**config.mk**
```make
export PLATFORM = sky130hd
export DESIGN_NAME = idma_2d_midend
export DESIGN_NICKNAME = d
export VERILOG_FILES = /design/src/rtl/idma_2d_midend.sv
export SDC_FILE = /design/constraint.sdc
export NUM_CORES = 1
export LEC_CHECK = 0
export ABC_AREA = 1
export CAP_MARGIN = 20
export CORE_MARGIN = 2
export CORE_UTILIZATION = 45
export DETAILED_ROUTE_END_ITERATION = 10
export GPL_TIMING_DRIVEN = 0
export PLACE_DENSITY = 0.75
export SLEW_MARGIN = 20
export SYNTH_ARGS = -nofsm -noshare
export SYNTH_HDL_FRONTEND = slang
export SYNTH_SLANG_ARGS = --single-unit
```
**constraint.sdc**
```tcl
create_clock -name clk_i -period 7.5 [get_ports clk_i]
set_clock_uncertainty 0.2 [all_clocks]
set_input_delay 1.125 -clock clk_i [delete_from_list [all_inputs] [get_ports clk_i]]
set_output_delay 1.125 -clock clk_i [all_outputs]
set_load 0.01 [all_outputs]
```
**src/rtl/idma_2d_midend.sv**
```systemverilog
// 2D iDMA mid-end: splits one strided 2D descriptor into a sequence of 1D backend requests
// and folds the backend responses into a single 2D completion. Optional: IDMA_2D_ERR_ABORT_EN.
module idma_2d_midend #(
    parameter int unsigned AddrWidth  = 32,
    parameter int unsigned TFLenWidth = 32,
    parameter int unsigned RepWidth   = 16,
    parameter int unsigned AxiIdWidth = 1
) (
    input  logic                  clk_i,
    input  logic                  rst_i,
    // 2D descriptor
    input  logic                  nd_req_valid_i,
    output logic                  nd_req_ready_o,
    input  logic [TFLenWidth-1:0] nd_length_i,
    input  logic [AddrWidth-1:0]  nd_src_addr_i,
    input  logic [AddrWidth-1:0]  nd_dst_addr_i,
    input  logic [AddrWidth-1:0]  nd_src_stride_i,
    input  logic [AddrWidth-1:0]  nd_dst_stride_i,
    input  logic [RepWidth-1:0]   nd_reps_i,
    input  logic [AxiIdWidth-1:0] nd_axi_id_i,
    // 1D backend request
    output logic                  burst_req_valid_o,
    input  logic                  burst_req_ready_i,
    output logic [TFLenWidth-1:0] burst_length_o,
    output logic [AddrWidth-1:0]  burst_src_addr_o,
    output logic [AddrWidth-1:0]  burst_dst_addr_o,
    output logic [AxiIdWidth-1:0] burst_axi_id_o,
    output logic                  burst_last_o,
    // 1D backend response
    input  logic                  burst_rsp_valid_i,
    output logic                  burst_rsp_ready_o,
    input  logic                  burst_rsp_error_i,
    // 2D completion
    output logic                  nd_rsp_valid_o,
    input  logic                  nd_rsp_ready_i,
    output logic                  nd_rsp_error_o,
    output logic                  busy_o
);

    typedef enum logic [1:0] {StIdle, StIssue, StWait, StResp} state_e;

    state_e                state_q;
    logic [TFLenWidth-1:0] length_q;
    logic [AddrWidth-1:0]  cur_src_q;
    logic [AddrWidth-1:0]  cur_dst_q;
    logic [AddrWidth-1:0]  src_stride_q;
    logic [AddrWidth-1:0]  dst_stride_q;
    logic [AxiIdWidth-1:0] axi_id_q;
    logic [RepWidth-1:0]   remaining_q;
    logic [RepWidth:0]     outstanding_q;
    logic [RepWidth:0]     outstanding_d;
    logic                  err_q;

    logic req_hs;
    logic rsp_hs;
    logic rsp_dec;
    logic abort;

    assign req_hs  = burst_req_valid_o && burst_req_ready_i;
    assign rsp_hs  = burst_rsp_valid_i && burst_rsp_ready_o;
    // A response with nothing outstanding is illegal; never let the counter wrap on it.
    assign rsp_dec = rsp_hs && (outstanding_q != '0);

`ifdef IDMA_2D_ERR_ABORT_EN
    assign abort = rsp_hs && burst_rsp_error_i;
`else
    assign abort = 1'b0;
`endif

    always_comb begin
        outstanding_d = outstanding_q;
        unique case ({req_hs, rsp_dec})
            2'b10:   outstanding_d = outstanding_q + 1'b1;
            2'b01:   outstanding_d = outstanding_q - 1'b1;
            default: outstanding_d = outstanding_q;
        endcase
    end

    always_ff @(posedge clk_i or posedge rst_i) begin
        if (rst_i) begin
            state_q       <= StIdle;
            length_q      <= '0;
            cur_src_q     <= '0;
            cur_dst_q     <= '0;
            src_stride_q  <= '0;
            dst_stride_q  <= '0;
            axi_id_q      <= '0;
            remaining_q   <= '0;
            outstanding_q <= '0;
            err_q         <= 1'b0;
        end else begin
            outstanding_q <= outstanding_d;
            if (rsp_hs) begin
                err_q <= err_q | burst_rsp_error_i;
            end
            unique case (state_q)
                StIdle: begin
                    if (nd_req_valid_i) begin
                        length_q      <= nd_length_i;
                        cur_src_q     <= nd_src_addr_i;
                        cur_dst_q     <= nd_dst_addr_i;
                        src_stride_q  <= nd_src_stride_i;
                        dst_stride_q  <= nd_dst_stride_i;
                        axi_id_q      <= nd_axi_id_i;
                        // Zero repetitions still moves one row.
                        remaining_q   <= (nd_reps_i == '0) ? RepWidth'(1) : nd_reps_i;
                        outstanding_q <= '0;
                        err_q         <= 1'b0;
                        state_q       <= StIssue;
                    end
                end
                StIssue: begin
                    if (req_hs) begin
                        cur_src_q   <= cur_src_q + src_stride_q;
                        cur_dst_q   <= cur_dst_q + dst_stride_q;
                        remaining_q <= remaining_q - 1'b1;
                    end
                    if (abort || (req_hs && remaining_q == RepWidth'(1))) begin
                        state_q <= StWait;
                    end
                end
                StWait: begin
                    if (outstanding_d == '0) begin
                        state_q <= StResp;
                    end
                end
                StResp: begin
                    if (nd_rsp_ready_i) begin
                        state_q <= StIdle;
                    end
                end
                default: state_q <= StIdle;
            endcase
        end
    end

    assign nd_req_ready_o    = (state_q == StIdle);
    assign burst_req_valid_o = (state_q == StIssue);
    assign burst_length_o    = length_q;
    assign burst_src_addr_o  = cur_src_q;
    assign burst_dst_addr_o  = cur_dst_q;
    assign burst_axi_id_o    = axi_id_q;
    assign burst_last_o      = (state_q == StIssue) && (remaining_q == RepWidth'(1));
    assign burst_rsp_ready_o = (state_q == StIssue) || (state_q == StWait);
    assign nd_rsp_valid_o    = (state_q == StResp);
    assign nd_rsp_error_o    = (state_q == StResp) && err_q;
    assign busy_o            = (state_q != StIdle);

`ifndef SYNTHESIS
    rsp_without_outstanding: assert property (
        @(posedge clk_i) disable iff (rst_i) rsp_hs |-> (outstanding_q != '0)
    );
`endif

endmodule

```
==> flow_metrics.tcl, run 1 <==
set metrics [dict create \
    outcome "finished clean" \
    place_congestion 0.9938 \
    netSwitchingFraction 0.5177 \
    fp.coreArea_sq_um 28700 \
    worst_pin_slew_ns 0.9297 \
    finalNetCount 2456 \
    cts_max_path_buffers 2 \
    rows 62 \
    die_area_sq_um 30560 \
    p_leak_nw 8.419 \
    synth-edff-count 0 \
    antenna_found_initial 1 \
    grt_first_pass_wirelength_mm 72.71 \
    vias_per_cell 5.345 \
    ys_dominant_reg_cell "dfrtp_1" \
    slew_headroom 0.3802 \
    avgSynthCellArea_sq_um 6.995 \
    grt_max_degree 80 \
    cts_tree "yes" \
    clkSlewWorstSetupHoldPaths_ns 0.08 \
    synth_fp_nets 2148 \
    htreeDepth 4 \
    clkSinkCount 197 \
    clock_latency_ns 0.46 \
    start_util 0.4574 \
    synthArstFlopShare 1.000 \
    portBuffers 287 \
    seq_area_frac_synth 0.3755 \
    dr.pass1.iters 7 \
    finish.utilization 0.5968 \
    maxCapViolCount 0 \
    ios 288 \
    hold_viol 0 \
    intPower_w 0.004202 \
    routed_wl_mm 45.82 \
    track_usage 0.3019 \
    cts-root-buf "clkbuf_16" \
    synthToLayoutAreaGrowth_pct 30.48 \
    critPathKind "reg -> reg" \
    dp_hpwl_mm 35.99 \
    drv_slew 0 \
    syn_inst 1877 \
    chipWidth_um 174.8 \
    cts_buffers 17 \
    start_kind "flip-flop" \
    drive_above_1_share 0.04004 \
    diodes 0 \
    power_switching_w 0.004510 \
    globalRouteOverflowTotal 0 \
    die_y_um 174.8 \
    holdCritPathClass "reg -> reg" \
    cts-resized-gates 0 \
    ys_seq_elements 197 \
    setup_viol 0 \
    power_frac_clock 0.108 \
    postCtsSetupRepairBufs 0 \
    p_per_area_nw_per_um2 508.6 \
    ir_drop_uv 224.4 \
    final_area_sq_um 17130 \
    p_seq_frac 0.234 \
    cp_data_arrival_time_ns 4.83 \
    detail-route-antenna-nets 0 \
    finalCritPeriodShare 0.6246 \
    postCtsHoldBufs 0 \
    drt_iter0_drc 1093 \
    fmax_ghz 0.2135 \
    worst_setup_path_end_kind "flip-flop" \
    wl_per_cell_um 17.74 \
    crit_required_ns 7.65 \
    place_area_sq_um 16540 \
    vias 13800 \
    yosys.cell_types.count 44 \
    ys_warn_count 0 \
    critPathMaxFanout 17 \
    combinationalPowerShare 0.658 \
    syn-cell-area_sq_um 13130 \
    whs_ns 0.2838 \
    grt_pass1_vias 13680 \
    drc 0 \
    rsz0062_at_grt "false" \
    finalCriticalPeriod_ns 4.684 \
]
cells in the mapped netlist, types with 22 or more instances:
cell	number	area share
dfrtp_1	197	0.38
nor2_1	189	0.054
a21oi_1	116	0.044
inv_1	169	0.048
clkbuf_1	41	0.012
nand2_1	645	0.18
o21ai_0	133	0.051
ha_1	84	0.080
nand3_1	75	0.029
o211ai_1	22	0.013
xor2_1	32	0.021
state kept, by name (all words and copies together), names as in the netlist:
| signal | count |
|---|---|
| state_q | 2 |
| err_q | 1 |
| burst_length_o | 32 |
| src_stride_q | 32 |
| burst_dst_addr_o | 32 |
| burst_src_addr_o | 32 |
| dst_stride_q | 32 |
| remaining_q | 16 |
| burst_axi_id_o | 1 |
| outstanding_q | 17 |
logic make-up after synthesis:
family                   count (synthesis)  synth area share
XOR/XNOR                                39           0.02602
flip-flops                             197            0.3755
adder cells (fa/ha/maj)                 87           0.08463
buffers and inverters                  231           0.06738
multiplexers                             2          0.001525
AND/OR/NAND/NOR                        999            0.3103
AO/OA/AOI/OAI                          322            0.1347
worst paths after layout:
kind / startpoint / endpoint / slack, ns / depth (start not counted)
worst max-delay path: outstanding_q[5]$_DFF_PP0_ / state_q[0]$_DFFE_PP0P_ / 2.82 / 20
worst min-delay path: burst_length_o[5]$_DFFE_PP0P_ / burst_length_o[5]$_DFFE_PP0P_ / 0.28 / 2
worst max register to register: outstanding_q[5]$_DFF_PP0_ / state_q[0]$_DFFE_PP0P_ / 2.82 / 20
worst min register to register: burst_length_o[5]$_DFFE_PP0P_ / burst_length_o[5]$_DFFE_PP0P_ / 0.28 / 2
max in group asynchronous: rst_i / src_stride_q[8]$_DFFE_PP0P_ / 5.47 / 3
min in group asynchronous: rst_i / burst_length_o[26]$_DFFE_PP0P_ / 0.85 / 2
cell type report:
cell class	count	area (sq um)
sequential	197	4930
clock buffer	18	429.2
timing repair buffer	289	2928
tap	384	480.5
clock inverter	14	156.4
inverter	172	653.1
fill	2715	11570
buffer	59	239.0
multi-input combinational	1449	7315
layout by cell type, fill, tap and decap left out, drive strengths merged:
| cell | netlist | routed |
|---|---|---|
| nand3b | 4 | 4 |
| a22oi | 1 | 1 |
| a22o | 1 | 1 |
| inv | 172 | 178 |
| clkinv | 0 | 8 |
| mux2i | 2 | 2 |
| o22ai | 5 | 5 |
| a21boi | 3 | 3 |
| clkbuf | 41 | 59 |
| nor3 | 15 | 15 |
| nand4 | 13 | 13 |
| o211ai | 22 | 22 |
| a21o | 8 | 8 |
| o21ai | 150 | 150 |
| xor2 | 32 | 32 |
| fa | 3 | 3 |
| clkdlybuf4s50 | 0 | 287 |
| o21bai | 4 | 4 |
| nand2 | 653 | 653 |
| ha | 84 | 84 |
| and2 | 6 | 6 |
| nor2 | 195 | 195 |
| a221oi | 1 | 1 |
| a31oi | 7 | 7 |
| xnor2 | 7 | 7 |
| a21oi | 119 | 119 |
| nand3 | 78 | 78 |
| or2 | 19 | 19 |
| dfrtp | 197 | 197 |
| o221a | 1 | 1 |
| buf | 18 | 20 |
| nor4 | 15 | 15 |
| nor3b | 1 | 1 |
critical path, cell delays in order (launching register included):
cell     delay, ns
dfrtp_1       0.42
nor4_1        0.49
nand4_1       0.22
nor4_1        0.45
a31oi_1       0.17
ha_1          0.53
fa_1          0.58
nand3_1       0.10
nand3_1       0.16
nand2_1       0.13
nand2_1       0.08
nand3_1       0.10
nand2_1       0.07
nand2_1       0.06
nand2_1       0.05
mux2i_1       0.24
nand4_1       0.22
nand2_2       0.14
nand2_2       0.06
nand2_1       0.06
nand2_1       0.05
stage by stage:
stage                     instances  TNS, ns  power, W  worst slack (ns)
after floorplan                1877        0  0.005659            0.8060
after global placement         2548  -382.13  0.007534            -1.959
after detailed placement       2550        0  0.007659             2.643
after CTS                      2582        0  0.008646             2.972
after global routing           2582        0  0.009482             2.555
final                          2582        0  0.008712             2.816
layer usage:
| metal | track usage | up-vias | share of wire |
|---|---|---|---|
| li1 | - | 6695 | - |
| met1 | 0.3931 | 6499 | 0.43 |
| met2 | 0.5081 | 529 | 0.47 |
| met3 | 0.05896 | 75 | 0.074 |
| met4 | 0.09306 | 2 | 0.026 |
| met5 | 0 | - | 0.00028 |
power by group through the flow:
stage	logic [W]	registers, W	clock network, W
final	0.00573	0.00204	0.000945
after global routing	0.00640	0.00209	0.000996
after CTS	0.00566	0.00203	0.000955
after detailed placement	0.00563	0.00203	0
after global placement	0.00551	0.00203	0
after floorplan	0.00364	0.00202	0
(Power assumes the default switching activity.)
==> run 2: changes to the inputs <==
Clock period 7.5 ns to 4.39 ns, I/O delays scaled along.
==> run 2 against run 1 <==
Effect of this change: first-iteration DRC count rose by 0.73%; die area did not move; worst hold slack improved by 0.0011 ns; cell count rose by 0.12%; clock power rose by 71%; worst setup slack got worse by 2.5 ns; sequential power rose by 71%; routed wire length fell by 0.29%; utilization rose by 0.36 points; flip-flop and latch count did not move; cell area rose by 0.60%; critical endpoint is now burst_last_o; largest cell class unchanged.
==> flow_metrics.tcl, run 2 (synthesis results as in run 1) <==
set metrics [dict create \
    clkSinkCount 197 \
    antenna_found_initial 0 \
    hold_viol 0 \
    drive_above_1_share 0.04316 \
    final_cell_mix "645 x nand2_1, 287 x clkdlybuf4s50_1, 197 x dfrtp_1, 189 x nor2_1, 168 x inv_1" \
    min_from "burst_length_o[2]$_DFFE_PP0P_" \
    final_area_sq_um 17230 \
    holdCritPathClass "reg -> reg" \
    cts_max_path_buffers 2 \
    critPathMaxFanout 10 \
    setup_viol 0 \
    drc 0 \
    detail-route-antenna-nets 0 \
    critPathLaunch "state_q[1]$_DFFE_PP0P_" \
    cts_tree "yes" \
    whs_ns 0.2849 \
    worst_setup_path_end_kind "output port" \
    start_kind "flip-flop" \
    postCtsSetupRepairBufs 0 \
    htreeDepth 4 \
    drv_slew 0 \
    worst_pin_slew_ns 0.9769 \
    grt_first_pass_wirelength_mm 71.51 \
    maxCapViolCount 0 \
    p_per_area_nw_per_um2 864.5 \
    cts_buffers 17 \
    diodes 0 \
    finalNetCount 2460 \
    grt_pass1_vias 13410 \
    p_leak_nw 8.456 \
    dr.pass1.iters 6 \
    cp_data_arrival_time_ns 3.25 \
    finalCriticalPeriod_ns 4.110 \
    p_total_w 0.01490 \
    die_y_um 174.8 \
    critPathKind "reg -> out" \
    vias_per_cell 5.296 \
    place_congestion 0.9967 \
    ir_drop_uv 414.7 \
    die_area_sq_um 30560 \
    cts-root-buf "clkbuf_16" \
    crit-reg2reg-launch "outstanding_q[5]$_DFF_PP0_" \
    drt_iter0_drc 1101 \
    fp.coreArea_sq_um 28700 \
    routed_wl_mm 45.68 \
    finalCritPeriodShare 0.9363 \
    wl_per_cell_um 17.67 \
    start_util 0.4574 \
    chipWidth_um 174.8 \
    vias 13690 \
    track_usage 0.2977 \
    dp_hpwl_mm 36.58 \
    globalRouteOverflowTotal 0 \
    outcome "finished clean" \
    rows 62 \
    ios 288 \
    clock_latency_ns 0.45 \
    regToRegSetupSlack_ns 0.30 \
    crit_required_ns 3.53 \
    clkSlewWorstSetupHoldPaths_ns 0.08 \
    setup_tns_ns 0 \
    place_area_sq_um 16610 \
    synthToLayoutAreaGrowth_pct 31.26 \
    fmax_ghz 0.2433 \
    pre_cts_slack_ns -0.2061 \
    portBuffers 287 \
    final_common_cell "nand2_1" \
    slew_headroom 0.3487 \
    fin_ws_ns 0.2796 \
    grt_max_degree 35 \
]
[run 2: cell type report]
class | count | area [sq um]
fill | 2673 | 11470
multi-input combinational | 1449 | 7348
sequential | 197 | 4930
timing repair buffer | 293 | 2993
inverter | 172 | 649.4
tap | 384 | 480.5
clock buffer | 19 | 452.9
buffer | 59 | 239.0
clock inverter | 12 | 140.1
[run 2: routing by layer]
metal	up-vias	GRT usage	share of wire
met1	6407	0.3925	0.43
met5	-	0	0
met4	0	0.09618	0.030
met3	78	0.05592	0.068
li1	6697	-	-
met2	509	0.4951	0.47
[run 2: where the power goes]
part	internal (W)	switching (W)
combinational	0.00371	0.00609
sequential	0.00272	0.000758
clock	0.000837	0.000782
total	0.00727	0.00763
[run 2: through the flow]
step                      instances  utilization
after global routing           2585       0.6004
after CTS                      2585       0.5993
after floorplan                1877            -
after global placement         2548       0.5744
final                          2585       0.6004
after detailed placement       2554       0.5786
[run 2: final timing paths]
| check | to | depth (start not counted) |
|---|---|---|
| worst max-delay path | burst_last_o | 8 |
| worst min-delay path | burst_length_o[2]$_DFFE_PP0P_ | 2 |
| worst max register to register | state_q[1]$_DFFE_PP0P_ | 22 |
| worst min register to register | burst_length_o[2]$_DFFE_PP0P_ | 2 |
| max in group asynchronous | burst_src_addr_o[8]$_DFFE_PP0P_ | 5 |
| min in group asynchronous | burst_length_o[18]$_DFFE_PP0P_ | 2 |
[run 2: what timing repair did]
action | CTS | global route
hold buffers | 0 | 0
gates cloned | 0 | 0
endpoints found under the setup margin | 2 | 2
resized for setup | 1 | 4
[run 2: critical path: stages, from the launching register on]
cell and delay [ns]:
dfrtp_1 0.42, inv_1 0.09, ha_1 0.39, clkbuf_1 0.45, inv_1 0.15, buf_2 0.21
clkbuf_1 0.32, nor2_1 0.19, clkdlybuf4s50_1 0.57
